--- src/rtl/sid_voice_arbiter.sv ---
// -----------------------------------------------------------------------------
// sid_voice_arbiter
//
// Shares one SID voice parameter bus between three requesters (drums, bass,
// fx). Priority is fixed: drums (index 0) are highest and fx (index 2) lowest.
// Each grant holds the gate high for at least MIN_GATE cycles. Before ownership
// can change, the gate is forced low for exactly REL_GAP cycles, so that the
// envelope releases cleanly and the handover does not click.
//
// Ports:
//   clk          system clock
//   rst_n        synchronous reset, active low
//   req[2:0]     request per requester, bit 0 = highest priority
//   req_freq     requester i frequency at [16i+15:16i]
//   req_attack   requester i attack/decay at [8i+7:8i]
//   req_sustain  requester i sustain/release at [8i+7:8i]
//   req_wave     requester i waveform byte at [8i+7:8i] (bit 0 ignored)
//   frequency    voice frequency (latched on grant)
//   attack       voice attack/decay (latched on grant)
//   sustain      voice sustain/release (latched on grant)
//   waveform     voice waveform, bit 0 = gate
//   grant        one-hot current owner, non-zero in GATE only
//   busy         high in GATE or RELEASE
//   preempt      one-cycle pulse when a higher-priority request forces release
// -----------------------------------------------------------------------------
module sid_voice_arbiter #(
    parameter int CNT_W    = 16,
    parameter int MIN_GATE = 1024,
    parameter int REL_GAP  = 256
) (
    input  logic        clk,
    input  logic        rst_n,
    input  logic [2:0]  req,
    input  logic [47:0] req_freq,
    input  logic [23:0] req_attack,
    input  logic [23:0] req_sustain,
    input  logic [23:0] req_wave,
    output logic [15:0] frequency,
    output logic [7:0]  attack,
    output logic [7:0]  sustain,
    output logic [7:0]  waveform,
    output logic [2:0]  grant,
    output logic        busy,
    output logic        preempt
);

    typedef enum logic [1:0] {
        IDLE    = 2'd0,
        GATE    = 2'd1,
        RELEASE = 2'd2
    } state_t;

    localparam logic [CNT_W-1:0] MIN_GATE_C = CNT_W'(MIN_GATE);
    localparam logic [CNT_W-1:0] REL_GAP_C  = CNT_W'(REL_GAP);
    localparam logic [CNT_W-1:0] CNT_ONE    = CNT_W'(1);

    state_t           state;
    logic [CNT_W-1:0] gate_cnt;
    logic [CNT_W-1:0] rel_cnt;

    // Lowest set request bit, isolated as a one-hot vector.
    logic [2:0] winner;
    assign winner = req & (~req + 3'd1);

    // Parameters of the arbitration winner.
    logic [15:0] sel_freq;
    logic [7:0]  sel_attack;
    logic [7:0]  sel_sustain;
    logic [7:0]  sel_wave;

    // NOTE: every output of a combinational block gets a default before the
    // case, so no path leaves it unassigned and no latch is inferred.
    always_comb begin
        sel_freq    = req_freq[15:0];
        sel_attack  = req_attack[7:0];
        sel_sustain = req_sustain[7:0];
        sel_wave    = req_wave[7:0];
        case (winner)
            3'b010: begin
                sel_freq    = req_freq[31:16];
                sel_attack  = req_attack[15:8];
                sel_sustain = req_sustain[15:8];
                sel_wave    = req_wave[15:8];
            end
            3'b100: begin
                sel_freq    = req_freq[47:32];
                sel_attack  = req_attack[23:16];
                sel_sustain = req_sustain[23:16];
                sel_wave    = req_wave[23:16];
            end
            default: ;
        endcase
    end

    // In GATE the grant register names the owner, so it doubles as the
    // owner mask. grant - 1 is the mask of every higher-priority index.
    logic owner_drop;
    logic higher_req;
    logic gate_done;
    logic arb_point;

    assign owner_drop = (req & grant) == 3'b000;
    assign higher_req = (req & (grant - 3'd1)) != 3'b000;
    assign gate_done  = gate_cnt >= MIN_GATE_C;
    assign arb_point  = (state == IDLE) ||
                        ((state == RELEASE) && (rel_cnt == REL_GAP_C));

    // NOTE: all state and registered outputs use non-blocking assignments so
    // that every register samples pre-edge values, whatever the update order.
    always_ff @(posedge clk) begin
        if (!rst_n) begin
            state     <= IDLE;
            gate_cnt  <= '0;
            rel_cnt   <= '0;
            frequency <= '0;
            attack    <= '0;
            sustain   <= '0;
            waveform  <= '0;
            grant     <= '0;
            busy      <= 1'b0;
            preempt   <= 1'b0;
        end else begin
            preempt <= 1'b0;

            if (arb_point && (req != 3'b000)) begin
                // New grant (also a retrigger of the previous owner): latch
                // the winner's parameters and raise the gate.
                state     <= GATE;
                grant     <= winner;
                busy      <= 1'b1;
                gate_cnt  <= CNT_ONE;
                rel_cnt   <= '0;
                frequency <= sel_freq;
                attack    <= sel_attack;
                sustain   <= sel_sustain;
                waveform  <= sel_wave | 8'h01;
            end else begin
                case (state)
                    IDLE: ;

                    GATE: begin
                        if (gate_done && (owner_drop || higher_req)) begin
                            // Parameters stay put so the release tail keeps
                            // the old pitch; only the gate bit drops.
                            state    <= RELEASE;
                            grant    <= 3'b000;
                            waveform <= waveform & 8'hFE;
                            rel_cnt  <= CNT_ONE;
                            preempt  <= higher_req;
                        end else if (gate_cnt != '1) begin
                            gate_cnt <= gate_cnt + CNT_ONE;
                        end
                    end

                    RELEASE: begin
                        if (rel_cnt == REL_GAP_C) begin
                            // Gap finished with no request pending.
                            state   <= IDLE;
                            busy    <= 1'b0;
                            rel_cnt <= '0;
                        end else begin
                            rel_cnt <= rel_cnt + CNT_ONE;
                        end
                    end

                    default: begin
                        state    <= IDLE;
                        grant    <= 3'b000;
                        busy     <= 1'b0;
                        waveform <= waveform & 8'hFE;
                    end
                endcase
            end
        end
    end

endmodule

--- config.mk ---
export PLATFORM = sky130hd
export DESIGN_NAME = sid_voice_arbiter
export DESIGN_NICKNAME = d
export VERILOG_FILES = /design/src/rtl/sid_voice_arbiter.sv
export SDC_FILE = /design/constraint.sdc
export NUM_CORES = 1
export LEC_CHECK = 0
export CAP_MARGIN = 10
export CORE_MARGIN = 3
export CORE_UTILIZATION = 47
export CTS_CLUSTER_SIZE = 40
export DETAILED_ROUTE_END_ITERATION = 8
export HOLD_SLACK_MARGIN = 0.06
export PLACE_DENSITY = 0.86
export SYNTH_ARGS = -nofsm -noshare
export SYNTH_HDL_FRONTEND = slang
export SYNTH_SLANG_ARGS = --single-unit
--- constraint.sdc ---
create_clock -name clk -period 3.9 [get_ports clk]
set_input_delay 0.78 -clock clk [delete_from_list [all_inputs] [get_ports clk]]
set_output_delay 0.78 -clock clk [all_outputs]
set_load 0.01 [all_outputs]
* Yosys cells after proc, flatten, opt, wreduce, memory -nomap -nowiden *
Cells that the tools add are included.

storage, ports and cells
  register bits after elaboration = 79
  bits of input ports = 125
  output and inout bits = 45
  word-level logic and storage cells = 87

operators by class
  add/sub/neg operators = 4
  reductions and logical operators = 23
  equal/unequal tests = 14
  bitwise operators = 8
  magnitude comparators = 1
  multiplexer cells = 24

operator list
  cell                                                                     number
  16-bit case mux with 2 select lines                                      2
  8-bit case mux with 2 select lines                                       3
  16-bit by 1-bit adder with 16-bit output, second input constant          2
  16-bit 2-to-1 mux                                                        2
  16-bit by 9-bit == test with 1-bit output, second input constant         1
  16-bit by 11-bit >= comparator with 1-bit output, second input constant  1
  16-bit inequality test, second input constant                            1
  3-bit AND reduction                                                      4
  3-bit bitwise AND                                                        3
  1-bit 2-to-1 mux                                                         8
  8-bit 2-to-1 mux                                                         1
  2-bit by 1-bit inequality test with 1-bit output, second input constant  4
  3-bit 2-to-1 mux                                                         2
  2-bit case mux with 3 select lines                                       1
  3-bit case mux with 2 select lines                                       1
  2-bit AND reduction                                                      3
  2-bit nonzero test                                                       3
  3-bit nonzero test                                                       2
  2-bit OR reduction                                                       3
  2-bit 2-to-1 mux                                                         2
  2-bit inequality test, second input constant                             2
  1-bit inverter                                                           4
  1-bit case mux with 2 select lines                                       2
  4-bit OR reduction                                                       1
  13 further kinds                                                         16

* Longest topological paths before layout *
  word-level depth = 8
  depth in mapped cells = 9
  gate-level depth less buffers = 7

* Least setup slack after synthesis *
OpenSTA, ideal clock, no wires.

  kind = input to register
  from = input req[2]
  to = register gate_cnt[7]
  cell stages on the path = 7
  buffers on the path = 2
  data required time = 3.830 ns
  path slack = 1.684 ns
  data arrival time = 2.145 ns
  path through = clkbuf_2 inv_1 o2111ai_2 a21o_1 buf_2 or4_1 a21oi_1

on the way
  longest elaborated chain between the ends = 6

RTL lines
  item                                                     RTL line  RTL
  start: declaration                                       33        input logic [2:0] req,
  3-bit bitwise AND (on tied branches)                     102, 103
  3-bit logical NOT or 3-bit nonzero test (tied branches)  102, 103
  1-bit logical OR                                         142       if (gate_done && (owner_drop || higher_req)) begin
  1-bit logical AND                                        142
  1-bit inverter (no line)                                 --
  3-bit AND reduction (no line)                            --
  end signal: assignment                                   151       gate_cnt <= gate_cnt + CNT_ONE;
  end: declaration                                         58        logic [CNT_W-1:0] gate_cnt;

Parallel ways exist; a longest one is shown, timed or not.
A chain may end at the register's enable or synchronous reset.

* Worst setup path in the final report *
  from = input req[2]
  to = register grant[0]

on the way
  longest elaborated chain between the ends = 6

RTL lines
  item                                                     RTL line  RTL
  3-bit bitwise AND (on tied branches)                     102, 103
  3-bit logical NOT or 3-bit nonzero test (tied branches)  102, 103
  1-bit logical OR                                         142
  1-bit logical AND                                        142
  3-bit inequality test (no line)                          --
  2-bit AND reduction (no line)                            --
  end signal: assignment                                   129       grant <= winner;
  end: declaration                                         42        output logic [2:0] grant,

Parallel ways exist; a longest one is shown, timed or not.

==> results.py <==
metrics = {
    "sta": {
        "finalClockSkew_ns": 0.01475,
        "fmax_mhz": 331.7,
        "fin_tns_setup_ns": 0,
        "slew_viol_final": 0,
        "whs_ns": 0.4829,
        "period_share_pct": 77.29,
        "maxSlewHeadroom_pct": 25.25,
        "tightest_slew_ns": 1.119,
        "finalSetupViolCount": 0,
        "min_period_ns": 3.014,
        "rsz0062_at_grt": "no",
        "finalHoldViolCount": 0,
    },
    "worst_setup_path": {
        "end_kind": "flip-flop",
        "path_max_fanout": 29,
        "r2r-start": "grant[0]",
        "cp_data_required_time_ns": 4.15,
        "startpoint_type": "primary input",
        "path_class": "in -> reg",
        "cp-startpoint": "req[2]",
        "cp.arrival_ns": 3.26,
    },
    "synth": {
        "async_flop_share_pct": 0,
        "synth_common_cells": "dfxtp_1 (79), nor2_1 (53), nand2_1 (45), o21ai_0 (39), a22oi_1 (36)",
        "seq_area_frac_synth_pct": 37.18,
        "synth_edf_count": 0,
        "synth-seq-cells": 79,
        "synthDistinctLibCells": 60,
        "synthesis.area_sq_um": 4254,
        "synth_area_leader_cell": "dfxtp_1",
        "synth.most_common_cell": "dfxtp_1",
        "netlist.area_leader.share_pct": 37.18,
        "syn_nets": 661,
        "synth_warnings": 0,
        "synth_area_leaders": "dfxtp_1 (37%), a22oi_1 (6.4%), nor2_1 (4.7%)",
        "syn_inst": 531,
        "ys.flop_type": "dfxtp_1",
        "avgSynthCellArea_sq_um": 8.011,
    },
    "place": {
        "port_buffers": 166,
        "place_congestion": 0.8979,
        "hpwl_mm": 9.759,
    },
    "pwr": {
        "finalPower_uw": 1876,
        "p_leak_uw": 0.002158,
        "power_density_nw_per_um2": 306.7,
        "vdd_drop_max_mv": 0.1618,
    },
    "grt": {
        "track_usage_pct": 25.30,
        "grt_max_degree": 43,
        "grt_pass1_vias": 4489,
        "grt_pass1_wl_mm": 21.03,
        "globalRouteOverflowTotal": 0,
        "antenna_found_initial": 0,
    },
    "clock_tree": {
        "post_cts_buffers": 0,
        "clk_pin_slew_ns": 0.09,
        "clk_latency_ns": 0.36,
        "cts_tree": "done",
        "clock-root-buffer": "clkbuf_8",
        "cts_sinks": 79,
        "ctsResizeCount": 0,
        "cts-buffers-inserted": 9,
        "cts_max_level": 3,
        "hold_buffers": 0,
        "cts_buffer_depth": 2,
    },
    "die": {
        "die_w_microns": 101.1,
        "ioPinCount": 170,
        "fp.dieH_microns": 101.1,
        "num_rows": 34,
        "dieArea_sq_um": 10230,
        "core_sq_um": 8763,
        "initial_utilization_pct": 48.54,
    },
    "final_layout": {
        "drive_above_1_share_pct": 5.564,
        "nFillCells": 690,
        "final-seq-area_sq_um": 1582,
        "final_core_util_pct": 69.80,
        "area_growth_pct": 43.79,
        "multi_input_area_sq_um": 2440,
        "diodes": 0,
        "nets": 808,
    },
    "route": {
        "detail-route-antenna-nets": 0,
        "vias": 4707,
        "post-route-drc-count": 0,
        "first_iter_violations": 210,
        "routedWlPerCell_microns": 16.35,
        "first_pass_iters": 5,
        "wl_mm": 12.93,
        "routed_via_density": 5.951,
    },
    "run": {
        "cap_violations": 0,
    },
    "worst_hold_path": {
        "hp-start": "rel_cnt[13]",
        "hp-class": "reg -> reg",
    },
    "status": {
        "status": "completed",
    },
}
==> power by group <==
part           internal [uW]  switching [uW]  total, uW
logic                    252             195        447
registers                850            27.6        878
clock network            247             303        551
total                   1350             526       1880
==> per-stage QoR <==
step,std cells,worst slack [ns],cell area (sq um)
2_1_floorplan,531,1.684,4254
3_3_place_gp,774,0.6480,5931
3_5_place_dp,774,0.5128,5931
4_1_cts,790,0.9008,6106
5_1_grt,791,0.7095,6117
6_report,791,0.8856,6117
==> placed cells by master, fill, tap and decap left out, types with 5 or more instances in the layout <==
master / n
nor2_1: 53
a22o_1: 18
and3b_1: 6
or4_1: 10
a211oi_1: 19
buf_4: 8
nor3_1: 31
ha_1: 5
clkdlybuf4s50_1: 166
a21oi_1: 30
nand2_1: 45
clkbuf_8: 10
inv_1: 14
nor4_1: 7
nand2b_1: 8
nand3_1: 18
o21ai_0: 39
o31ai_1: 8
o211ai_1: 5
a22oi_1: 36
dfxtp_1: 79
==> path summary, 6_finish.rpt <==
path,to,slack (ns),depth (start not counted)
setup reg to reg,gate_cnt[5],1.43,7
setup / recovery,grant[0],0.89,6
hold / removal,rel_cnt[13],0.48,2
hold reg to reg,rel_cnt[13],0.48,2
==> state kept, by name (all words and copies together) (netlist names) <==
| register | cells |
|---|---|
| frequency | 16 |
| gate_cnt | 16 |
| rel_cnt | 16 |
| attack | 8 |
| sustain | 8 |
| waveform | 8 |
| grant | 3 |
| state | 2 |
| busy | 1 |
| preempt | 1 |
==> metal layers <==
metal / global-route usage [%] / part of all wire (%) / vias to the layer above
li1: - / - / 2282
met1: 29.63 / 39 / 2221
met3: 6.129 / 7.8 / 27
met2: 44.22 / 51 / 177
met4: 10.33 / 2.3 / 0
met5: 0 / 0 / -
==> logic make-up after synthesis <==
group / synth area share [%]
fa+ha+maj: 1.471
flops: 37.18
compound gates: 29.35
simple gates: 25.18
buf+inv: 5.794
xor+xnor: 1.030
==> worst max-delay path: stages <==
cell,delay (ns)
clkdlybuf4s50_1,0.75
inv_1,0.17
o2111ai_2,0.35
a21o_1,0.72
o22ai_1,0.23
a32o_1,0.24
==> final cells by class <==
cell class                 instances  area share, %
tap                              108          2.209
timing repair buffer             175          28.33
sequential                        79          25.85
clock buffer                      11          2.311
multi-input combinational        399          39.89
clock inverter                     5         0.5523
inverter                          14         0.8591
Note: power is estimated with default switching activity, not from simulation.
